$ cat config.mk
export PLATFORM = sky130hd
export DESIGN_NAME = vliw_lsu
export DESIGN_NICKNAME = d
export VERILOG_FILES = /design/src/rtl/vliw_mem_pkg.sv /design/src/rtl/lsu_align.sv /design/src/rtl/vliw_lsu.sv
export SDC_FILE = /design/constraint.sdc
export NUM_CORES = 1
export LEC_CHECK = 0
export BUFFER_PORTS_ARGS = -buffer_cell sky130_fd_sc_hd__buf_2
export CORE_ASPECT_RATIO = 1.1
export CORE_MARGIN = 8
export CORE_UTILIZATION = 47
export DETAILED_ROUTE_END_ITERATION = 8
export PLACE_DENSITY = 0.76
export SLEW_MARGIN = 20
export SYNTH_ARGS = -nofsm -noshare
export SYNTH_HDL_FRONTEND = slang
export SYNTH_SLANG_ARGS = --single-unit
$ cat constraint.sdc
create_clock -name clk -period 2.1 [get_ports clk]
set_input_delay 0.42 -clock clk [delete_from_list [all_inputs] [get_ports clk]]
set_output_delay 0.42 -clock clk [all_outputs]
set_load 0.02 [all_outputs]
$ cat src/rtl/vliw_mem_pkg.sv
// rtl/vliw_mem_pkg.sv - shared encodings for the VLIW MEM-stage load/store unit
//
// Purpose: access-size encodings, LSU FSM state type, data width, and the
//          alignment legality check shared by the LSU top and its aligner.
// Ports:   none (package).

package vliw_mem_pkg;

  localparam int DATA_W = 32;

  // Access size as presented on in_size.
  localparam logic [1:0] SZ_B = 2'd0;
  localparam logic [1:0] SZ_H = 2'd1;
  localparam logic [1:0] SZ_W = 2'd2;
  localparam logic [1:0] SZ_X = 2'd3;

  typedef enum logic [1:0] {
    ST_IDLE   = 2'd0,
    ST_REQ    = 2'd1,
    ST_WAIT_R = 2'd2,
    ST_RESP   = 2'd3
  } lsu_state_e;

  // True when the op must be rejected without touching memory:
  // half needs a 2-byte aligned address, word a 4-byte aligned one,
  // and size 3 has no meaning.
  function automatic logic op_illegal(input logic [1:0] size, input logic [1:0] off);
    logic bad;
    case (size)
      SZ_B:    bad = 1'b0;
      SZ_H:    bad = off[0];
      SZ_W:    bad = |off;
      default: bad = 1'b1;
    endcase
    return bad;
  endfunction

endpackage

$ cat src/rtl/lsu_align.sv
// rtl/lsu_align.sv - combinational byte-lane steering for the load/store unit
//
// Purpose: store side turns (size, byte offset, LSB-aligned data) into byte
//          enables and lane-replicated write data; load side picks the
//          addressed byte/half out of a memory word and sign/zero-extends it.
// Ports:
//   st_size, st_off, st_wdata -> st_be, st_lane_wdata     (store path)
//   ld_size, ld_off, ld_unsigned, ld_rdata -> ld_data      (load path)

module lsu_align
  import vliw_mem_pkg::*;
(
  input  logic [1:0]        st_size,
  input  logic [1:0]        st_off,
  input  logic [DATA_W-1:0] st_wdata,
  output logic [3:0]        st_be,
  output logic [DATA_W-1:0] st_lane_wdata,
  input  logic [1:0]        ld_size,
  input  logic [1:0]        ld_off,
  input  logic              ld_unsigned,
  input  logic [DATA_W-1:0] ld_rdata,
  output logic [DATA_W-1:0] ld_data
);

  logic [7:0]  ld_byte;
  logic [15:0] ld_half;

  // Store: enables shift with the offset; data is replicated so the addressed
  // lane always carries the value regardless of offset.
  always_comb begin
    st_be         = 4'b0000;
    st_lane_wdata = st_wdata;
    case (st_size)
      SZ_B: begin
        st_be         = 4'b0001 << st_off;
        st_lane_wdata = {4{st_wdata[7:0]}};
      end
      SZ_H: begin
        st_be         = 4'b0011 << st_off;
        st_lane_wdata = {2{st_wdata[15:0]}};
      end
      SZ_W: begin
        st_be         = 4'b1111;
        st_lane_wdata = st_wdata;
      end
      default: begin
        st_be         = 4'b0000;
        st_lane_wdata = st_wdata;
      end
    endcase
  end

  always_comb begin
    ld_byte = 8'h00;
    case (ld_off)
      2'd0:    ld_byte = ld_rdata[7:0];
      2'd1:    ld_byte = ld_rdata[15:8];
      2'd2:    ld_byte = ld_rdata[23:16];
      default: ld_byte = ld_rdata[31:24];
    endcase
    ld_half = ld_off[1] ? ld_rdata[31:16] : ld_rdata[15:0];
  end

  always_comb begin
    ld_data = ld_rdata;
    case (ld_size)
      SZ_B:    ld_data = {{24{~ld_unsigned & ld_byte[7]}}, ld_byte};
      SZ_H:    ld_data = {{16{~ld_unsigned & ld_half[15]}}, ld_half};
      default: ld_data = ld_rdata;
    endcase
  end

endmodule

$ cat src/rtl/vliw_lsu.sv
// rtl/vliw_lsu.sv - VLIW MEM-stage load/store unit, one outstanding access
//
// Purpose: accepts one load/store per handshake, issues a word-indexed memory
//          request with byte enables, and returns extended load data or a
//          store-done pulse. Misaligned/illegal ops and memory timeouts pulse err.
// Ports:
//   clk, rst_n                          clock, async active-low reset
//   in_valid/in_ready + in_* fields     op from EX
//   mem_req/we/addr/be/wdata, mem_gnt   request channel to data memory
//   mem_rvalid/mem_rdata                read return
//   wb_valid/wb_rd/wb_data              load writeback (1-cycle pulse)
//   st_done, err                        store commit / error pulses

module vliw_lsu
  import vliw_mem_pkg::*;
#(
  parameter int ADDR_W  = 22,
  parameter int RD_W    = 5,
  parameter int TIMEOUT = 255
) (
  input  logic              clk,
  input  logic              rst_n,
  input  logic              in_valid,
  output logic              in_ready,
  input  logic              in_is_store,
  input  logic [1:0]        in_size,
  input  logic              in_unsigned,
  input  logic [ADDR_W+1:0] in_addr,
  input  logic [DATA_W-1:0] in_wdata,
  input  logic [RD_W-1:0]   in_rd,
  output logic              mem_req,
  output logic              mem_we,
  output logic [ADDR_W-1:0] mem_addr,
  output logic [3:0]        mem_be,
  output logic [DATA_W-1:0] mem_wdata,
  input  logic              mem_gnt,
  input  logic              mem_rvalid,
  input  logic [DATA_W-1:0] mem_rdata,
  output logic              wb_valid,
  output logic [RD_W-1:0]   wb_rd,
  output logic [DATA_W-1:0] wb_data,
  output logic              st_done,
  output logic              err
);

  // Counter holds 0..TIMEOUT-1; the abort fires in the TIMEOUT-th waiting cycle.
  localparam int              CNT_W    = (TIMEOUT < 2) ? 1 : $clog2(TIMEOUT);
  localparam logic [CNT_W-1:0] CNT_LAST = CNT_W'(TIMEOUT - 1);

  lsu_state_e        state_q, state_d;
  logic [CNT_W-1:0]  cnt_q, cnt_d;

  // Captured op.
  logic              is_store_q, is_store_d;
  logic [1:0]        size_q, size_d;
  logic              uns_q, uns_d;
  logic [1:0]        off_q, off_d;
  logic [RD_W-1:0]   rd_q, rd_d;

  // Registered outputs.
  logic              in_ready_q, in_ready_d;
  logic              mem_req_q, mem_req_d;
  logic              mem_we_q, mem_we_d;
  logic [ADDR_W-1:0] mem_addr_q, mem_addr_d;
  logic [3:0]        mem_be_q, mem_be_d;
  logic [DATA_W-1:0] mem_wdata_q, mem_wdata_d;
  logic              wb_valid_q, wb_valid_d;
  logic [RD_W-1:0]   wb_rd_q, wb_rd_d;
  logic [DATA_W-1:0] wb_data_q, wb_data_d;
  logic              st_done_q, st_done_d;
  logic              err_q, err_d;

  logic [3:0]        st_be;
  logic [DATA_W-1:0] st_lane_wdata;
  logic [DATA_W-1:0] ld_ext;

  // Store steering works on the incoming op (registered into mem_* at accept);
  // load extraction works on the captured op against live mem_rdata.
  lsu_align u_align (
    .st_size       (in_size),
    .st_off        (in_addr[1:0]),
    .st_wdata      (in_wdata),
    .st_be         (st_be),
    .st_lane_wdata (st_lane_wdata),
    .ld_size       (size_q),
    .ld_off        (off_q),
    .ld_unsigned   (uns_q),
    .ld_rdata      (mem_rdata),
    .ld_data       (ld_ext)
  );

  always_comb begin
    state_d     = state_q;
    cnt_d       = '0;
    is_store_d  = is_store_q;
    size_d      = size_q;
    uns_d       = uns_q;
    off_d       = off_q;
    rd_d        = rd_q;
    mem_req_d   = mem_req_q;
    mem_we_d    = mem_we_q;
    mem_addr_d  = mem_addr_q;
    mem_be_d    = mem_be_q;
    mem_wdata_d = mem_wdata_q;
    wb_rd_d     = wb_rd_q;
    wb_data_d   = wb_data_q;
    wb_valid_d  = 1'b0;
    st_done_d   = 1'b0;
    err_d       = 1'b0;

    case (state_q)
      ST_IDLE: begin
        // Stray gnt/rvalid (including a late rvalid after timeout) are ignored here.
        if (in_valid) begin
          if (op_illegal(in_size, in_addr[1:0])) begin
            err_d = 1'b1;
          end else begin
            is_store_d  = in_is_store;
            size_d      = in_size;
            uns_d       = in_unsigned;
            off_d       = in_addr[1:0];
            rd_d        = in_rd;
            mem_req_d   = 1'b1;
            mem_we_d    = in_is_store;
            mem_addr_d  = in_addr[ADDR_W+1:2];
            mem_be_d    = st_be;
            mem_wdata_d = st_lane_wdata;
            state_d     = ST_REQ;
          end
        end
      end

      ST_REQ: begin
        if (mem_gnt) begin
          mem_req_d = 1'b0;
          if (is_store_q) begin
            st_done_d = 1'b1;
            state_d   = ST_RESP;
          end else if (mem_rvalid) begin
            // Zero-wait memory: data returns with the grant.
            wb_valid_d = 1'b1;
            wb_data_d  = ld_ext;
            wb_rd_d    = rd_q;
            state_d    = ST_RESP;
          end else begin
            state_d = ST_WAIT_R;
          end
        end else if (cnt_q == CNT_LAST) begin
          mem_req_d = 1'b0;
          err_d     = 1'b1;
          state_d   = ST_IDLE;
        end else begin
          cnt_d = cnt_q + 1'b1;
        end
      end

      ST_WAIT_R: begin
        if (mem_rvalid) begin
          wb_valid_d = 1'b1;
          wb_data_d  = ld_ext;
          wb_rd_d    = rd_q;
          state_d    = ST_RESP;
        end else if (cnt_q == CNT_LAST) begin
          err_d   = 1'b1;
          state_d = ST_IDLE;
        end else begin
          cnt_d = cnt_q + 1'b1;
        end
      end

      ST_RESP: begin
        state_d = ST_IDLE;
      end

      default: begin
        state_d = ST_IDLE;
      end
    endcase

    in_ready_d = (state_d == ST_IDLE);
  end

  always_ff @(posedge clk or negedge rst_n) begin
    if (!rst_n) begin
      state_q     <= ST_IDLE;
      cnt_q       <= '0;
      is_store_q  <= 1'b0;
      size_q      <= 2'd0;
      uns_q       <= 1'b0;
      off_q       <= 2'd0;
      rd_q        <= '0;
      in_ready_q  <= 1'b1;
      mem_req_q   <= 1'b0;
      mem_we_q    <= 1'b0;
      mem_addr_q  <= '0;
      mem_be_q    <= 4'b0000;
      mem_wdata_q <= '0;
      wb_valid_q  <= 1'b0;
      wb_rd_q     <= '0;
      wb_data_q   <= '0;
      st_done_q   <= 1'b0;
      err_q       <= 1'b0;
    end else begin
      state_q     <= state_d;
      cnt_q       <= cnt_d;
      is_store_q  <= is_store_d;
      size_q      <= size_d;
      uns_q       <= uns_d;
      off_q       <= off_d;
      rd_q        <= rd_d;
      in_ready_q  <= in_ready_d;
      mem_req_q   <= mem_req_d;
      mem_we_q    <= mem_we_d;
      mem_addr_q  <= mem_addr_d;
      mem_be_q    <= mem_be_d;
      mem_wdata_q <= mem_wdata_d;
      wb_valid_q  <= wb_valid_d;
      wb_rd_q     <= wb_rd_d;
      wb_data_q   <= wb_data_d;
      st_done_q   <= st_done_d;
      err_q       <= err_d;
    end
  end

  assign in_ready  = in_ready_q;
  assign mem_req   = mem_req_q;
  assign mem_we    = mem_we_q;
  assign mem_addr  = mem_addr_q;
  assign mem_be    = mem_be_q;
  assign mem_wdata = mem_wdata_q;
  assign wb_valid  = wb_valid_q;
  assign wb_rd     = wb_rd_q;
  assign wb_data   = wb_data_q;
  assign st_done   = st_done_q;
  assign err       = err_q;

endmodule

Word level (Yosys, flattened, before mapping)

Cells that the tools add are included.

Bits in registers: 121
Word-level logic and storage cells: 95
Bits of input ports: 102
Output and inout bits: 101

Add/subtract/negate cells: 1
Reductions and logical operators: 11
Shifts and indexed selects: 2
Bitwise logic cells: 4
Multiplexer cells: 46
Equality and inequality tests: 14

Operators with widths:

| cell                                                | number |
|---|---|
| case mux 32 bit (2 select lines)                    | 3 |
| two-way mux 32 bit                                  | 3 |
| two-way mux 8 bit                                   | 3 |
| case mux 8 bit (3 select lines)                     | 1 |
| two-way mux 1 bit                                   | 19 |
| two-way mux 16 bit                                  | 1 |
| case mux 8 bit (2 select lines)                     | 1 |
| two-way mux 5 bit                                   | 3 |
| case mux 4 bit (3 select lines)                     | 1 |
| zero test 2 bit                                     | 5 |
| two-way mux 2 bit                                   | 5 |
| case mux 5 bit (2 select lines)                     | 1 |
| adder 8 x 1 -> 8 bit, second input constant         | 1 |
| equality test 2 x 1 -> 1 bit, second input constant | 4 |
| equality test 2 bit, second input constant          | 4 |
| equality test 8 bit, second input constant          | 1 |
| != test 2 bit, second input constant                | 4 |
| case mux 2 bit (4 select lines)                     | 1 |
| case mux 1 bit (3 select lines)                     | 2 |
| AND reduction 3 bit                                 | 2 |
| case mux 1 bit (2 select lines)                     | 2 |
| AND reduction 4 bit                                 | 1 |
| nonzero test 2 bit                                  | 2 |
| left shift 1 x 2 -> 4 bit, first input constant     | 1 |
| 5 further kinds                                     | 7 |

Depth between registers and ports, before layout

Depth after elaboration: 8
Mapped depth: 8
Mapped depth without buffers: 6

By module

From an unflattened synthesis, not the netlist that was laid out.

Cell total of the unflattened synthesis: 483
Area, all modules: 6018.3 µm²

By module, submodules not included:

| module    | sequential area each (µm²) | instances | area each (µm²) | cells each |
|---|---|---|---|---|
| vliw_lsu  | 3029.2                     | 1         | 4870.9          | 311 |
| lsu_align | 0.0                        | 1         | 1147.4          | 172 |

Least setup slack after synthesis

OpenSTA, ideal clock, no wires.

Path type: register to register
Start point: register state_q[1]
End point: register wb_data_q[23], in the netlist wb_data[23]
Period minus slack after synthesis: 1.777 ns
Library setup time: 0.116 ns
Setup slack: 0.323 ns
Data arrival time: 1.662 ns
Required time: 1.984 ns
Buffers on the path: 2
Cell stages (with the launch flop): 9
Cells stage by stage: dfrtp_1 > inv_1 > ha_1 > and3b_1 > o21ai_1 > buf_2 > buf_1 > nand2_1 > o311ai_0

Longest elaborated chain between the ends: 3
Elaborated cells on any way between the ends: 7
Those cells by class: eq/ne: 4; mux: 1; reduce/logical: 2

RTL lines:

| what                                                                        | line            | text |
|---|---|---|
| start, declared                                                             | vliw_lsu.sv:50  | `lsu_state_e state_q, state_d;` |
| start signal, assigned                                                      | vliw_lsu.sv:204 | `state_q <= state_d;` |
| equality test 2 x 1 -> 1 bit / equality test 2 bit (equally long branches)  | vliw_lsu.sv:111 | `case (state_q)` |
| != test 2 bit (no source line) / nonzero test 2 bit (equally long branches) | --              |  |
| AND reduction 3 bit (no source line)                                        | --              |  |
| end signal, assigned                                                        | vliw_lsu.sv:219 | `wb_data_q <= wb_data_d;` |
| end, declared                                                               | vliw_lsu.sv:69  | `logic [DATA_W-1:0] wb_data_q, wb_data_d;` |

Parallel ways exist; a longest one is shown, timed or not.
A chain may end at the register's enable or synchronous reset.

Final worst setup path

Start point: register state_q[1]
End point: register wb_data_q[7], in the netlist wb_data[7]

The elaborated chain is that of the path after synthesis.

==> results.sh <==
export IMPL_ir_worst_vdd_mv=0.812
export IMPL_holdWs_ns=0.215
export IMPL_hold_viol=0
export IMPL_drc=0
export IMPL_cts_root_buf="clkbuf_16"
export IMPL_clkSinkCount=121
export IMPL_synth_top_cell_area_share_pct=52.7
export IMPL_row_count=42
export IMPL_clk_latency_ns=0.41
export IMPL_rsz0062_at_grt="false"
export IMPL_grt_max_degree=84
export IMPL_comb_power_share_pct=41.4
export IMPL_synth_compound_area_share_pct=13.6
export IMPL_place_detailed_hpwl_um=12200
export IMPL_p_sw_uw=4840
export IMPL_outcome="completed"
export IMPL_fin_crit_sh_pct=94.5
export IMPL_leakage_uw=0.00386
export IMPL_die_x_um=121
export IMPL_drt_iter0_drc=459
export IMPL_holdCritPathClass="in -> reg"
export IMPL_yosys_area_share_simple_pct=13.2
export IMPL_yosys_area_top_type="dfrtp_1"
export IMPL_synthFlopType="dfrtp_1"
export IMPL_via_per_inst=5.43
export IMPL_cts_buffer_depth=2
export IMPL_critPathRequiredTime_ns=2.41
export IMPL_max_stage_delay_ns=0.44
export IMPL_ys_warnings_count=0
export IMPL_synth_most_common_cell="dfrtp_1"
export IMPL_area_growth_synth_to_final_pct=33.1
export IMPL_clkTransAtPathRegs_ns=0.06
export IMPL_grt_overflow=0
export IMPL_clkPwrFrac_pct=26.0
export IMPL_synthCells=536
export IMPL_path_delay_family="compound AO/OA/AOI/OAI gates"
export IMPL_post_place_cells=872
export IMPL_synth_top_family_by_area="multiplexers"
export IMPL_fin_cells=905
export IMPL_power_density_nw_per_um2=1610
export IMPL_layout_min_cycle_time_ns=1.99
export IMPL_arrival_ns=2.29
export IMPL_cp_cell_sequence="inv_1 -> ha_1 -> and3b_1 -> o21ai_4 -> buf_4 -> a21oi_1 -> a22o_1"
export IMPL_dpl_cell_area_um2=6910
export IMPL_synth_xor_area_share_pct=0.923
export IMPL_path_buf_inv=2
export IMPL_drv_slew=0
export IMPL_p_int_uw=7390
export IMPL_cts_made_buffers=17
export IMPL_setup_violations=0
export IMPL_critPathMaxFanout=29
export IMPL_skew_ns=0.00756
export IMPL_wl_um=16300
export IMPL_drive_gt1_share_pct=40.2
export IMPL_synthArstFlopShare_pct=100
export IMPL_ant_nets=0
export IMPL_fin_tns_setup_ns=0
export IMPL_core_area_um2=11900
export IMPL_total_power_uw=12200
export IMPL_grt_pass1_wl_um=26200
export IMPL_syn_avg_cell_area_um2=10.6
export IMPL_synth_area_um2=5690
export IMPL_synth_area_leaders="dfrtp_1, mux2_2, nand2_1, mux2i_1, o21ai_0"
export IMPL_dr_pass1_iters=5
export IMPL_antennaDiodeCount=0
export IMPL_synth_sequential_area_ratio_pct=53.2
export IMPL_cp_start_kind="register"
export IMPL_antenna_found_initial=0
export IMPL_ys_types=55
export IMPL_h_tree_depth=4
export IMPL_ys_ff_latch=121
export IMPL_num_nets_final=847
export IMPL_yosys_mux_area_fraction_pct=14.0
export IMPL_cp_end_kind="register"
export IMPL_syn_num_nets=645
export IMPL_reg2reg_setup_slack_ns=0.11
export IMPL_post_cts_setup_buffers=0
export IMPL_ios=203
export IMPL_maxCapViolations=0
export IMPL_synth_commonest_cells="dfrtp_1, nand2_1, nor2_1, o21ai_0, mux2_2"
export IMPL_synthAdderAreaFrac_pct=1.54
export IMPL_fmax_mhz=504
export IMPL_slew_limit_headroom_pct=57.5
export IMPL_die_h_um=131
export IMPL_portBuffers=202
export IMPL_wire_per_inst_um=18.0
export IMPL_first_global_vias=5260
export IMPL_grt_util_all_layers_pct=20.6
export IMPL_pwr_share_seq_pct=32.5
export IMPL_worstSetupPathType="reg -> reg"
export IMPL_fp_dieArea_um2=15900
export IMPL_gp_congestion=0.900
export IMPL_synth_edff_count=0
export IMPL_switching_share_pct=39.6
export IMPL_worst_pin_slew_ns=0.635
export IMPL_slowest_stage="dfrtp_1"
export IMPL_num_vias=4916
export IMPL_finish_instance_area_um2=7580
export IMPL_start_util_pct=47.7
export IMPL_cts_tree="yes"
[worst paths after layout]
path / start / endpoint / cells past startpoint
min reg2reg: rd_q[4] / wb_rd[4] / 2
max: state_q[1] / wb_data[7] / 7
max reg2reg: state_q[1] / wb_data[7] / 7
max in group asynchronous: rst_n / in_ready / 3
min: in_rd[3] / rd_q[3] / 2
min in group asynchronous: rst_n / wb_data[27] / 2
[layer usage]
| layer | track usage [%] | vias to the layer above | part of all wire (%) | routed length [µm] |
|---|---|---|---|---|
| met4 | 8.76 | 0 | 1.9 | 307 |
| li1 | - | 2292 | - | - |
| met5 | 0 | - | 0 | 0 |
| met1 | 23.2 | 2366 | 38 | 6210 |
| met3 | 8.74 | 24 | 11 | 1800 |
| met2 | 33.5 | 234 | 49 | 8000 |
[kinds of logic (layout without fill, tap and decap cells)]
group	count (synthesis)	in the layout
compound gates	117	117
mux	73	73
xor+xnor	6	6
fa+ha+maj	7	7
buf+inv	45	260
flops	121	121
simple gates	167	167
[registers in the layout, indices dropped and copies added, names as in the netlist]
register   flops
mem_addr      22
rd_q           5
mem_req        1
wb_valid       1
wb_data       32
off_q          2
mem_be         4
mem_we         1
wb_rd          5
cnt_q          8
size_q         2
in_ready       1
err            1
state_q        2
st_done        1
mem_wdata     32
uns_q          1
[power groups by stage]
stage | logic (µW) | clock network [µW] | registers [µW]
detailed placement | 5060 | 0 | 4000
CTS | 5100 | 3230 | 3980
finish | 5070 | 3180 | 3980
global route | 5480 | 3340 | 4120
global placement | 4920 | 0 | 3930
floorplan | 2160 | 0 | 5060
[cell usage in the layout (no fill, tap or decap), drive strengths merged, types with 9 or more instances in the layout]
| cell | n |
|---|---|
| inv | 11 |
| clkbuf | 17 |
| dfrtp | 120 |
| mux2i | 31 |
| mux2 | 41 |
| nor2 | 35 |
| a21oi | 28 |
| o211ai | 9 |
| a22o | 9 |
| buf | 217 |
| nand3 | 19 |
| nand2 | 91 |
| o21ai | 36 |
[final cells by class]
class,count,area (µm²)
fill,948,4350
clock inverter,15,225
timing repair buffer,218,1170
multi-input combinational,370,2500
sequential,121,3030
clock buffer,17,425
tap,154,193
inverter,10,37.5
[stage by stage]
step                      setup slack (ns)  utilization (%)
after floorplan                      0.323                -
after global placement               0.200             57.9
after detailed placement            0.0937             57.9
after CTS                           0.0783             63.4
after global routing             0.0000722             63.6
final                                0.115             63.6
[timing repair]
action | in CTS | in global routing
endpoints found under the setup margin | 0 | 2
endpoints found under the hold margin | 31 | 0
gates resized for setup | 0 | 3
hold buffers | 1 | 0
Note: power is estimated with default switching activity, not from simulation.
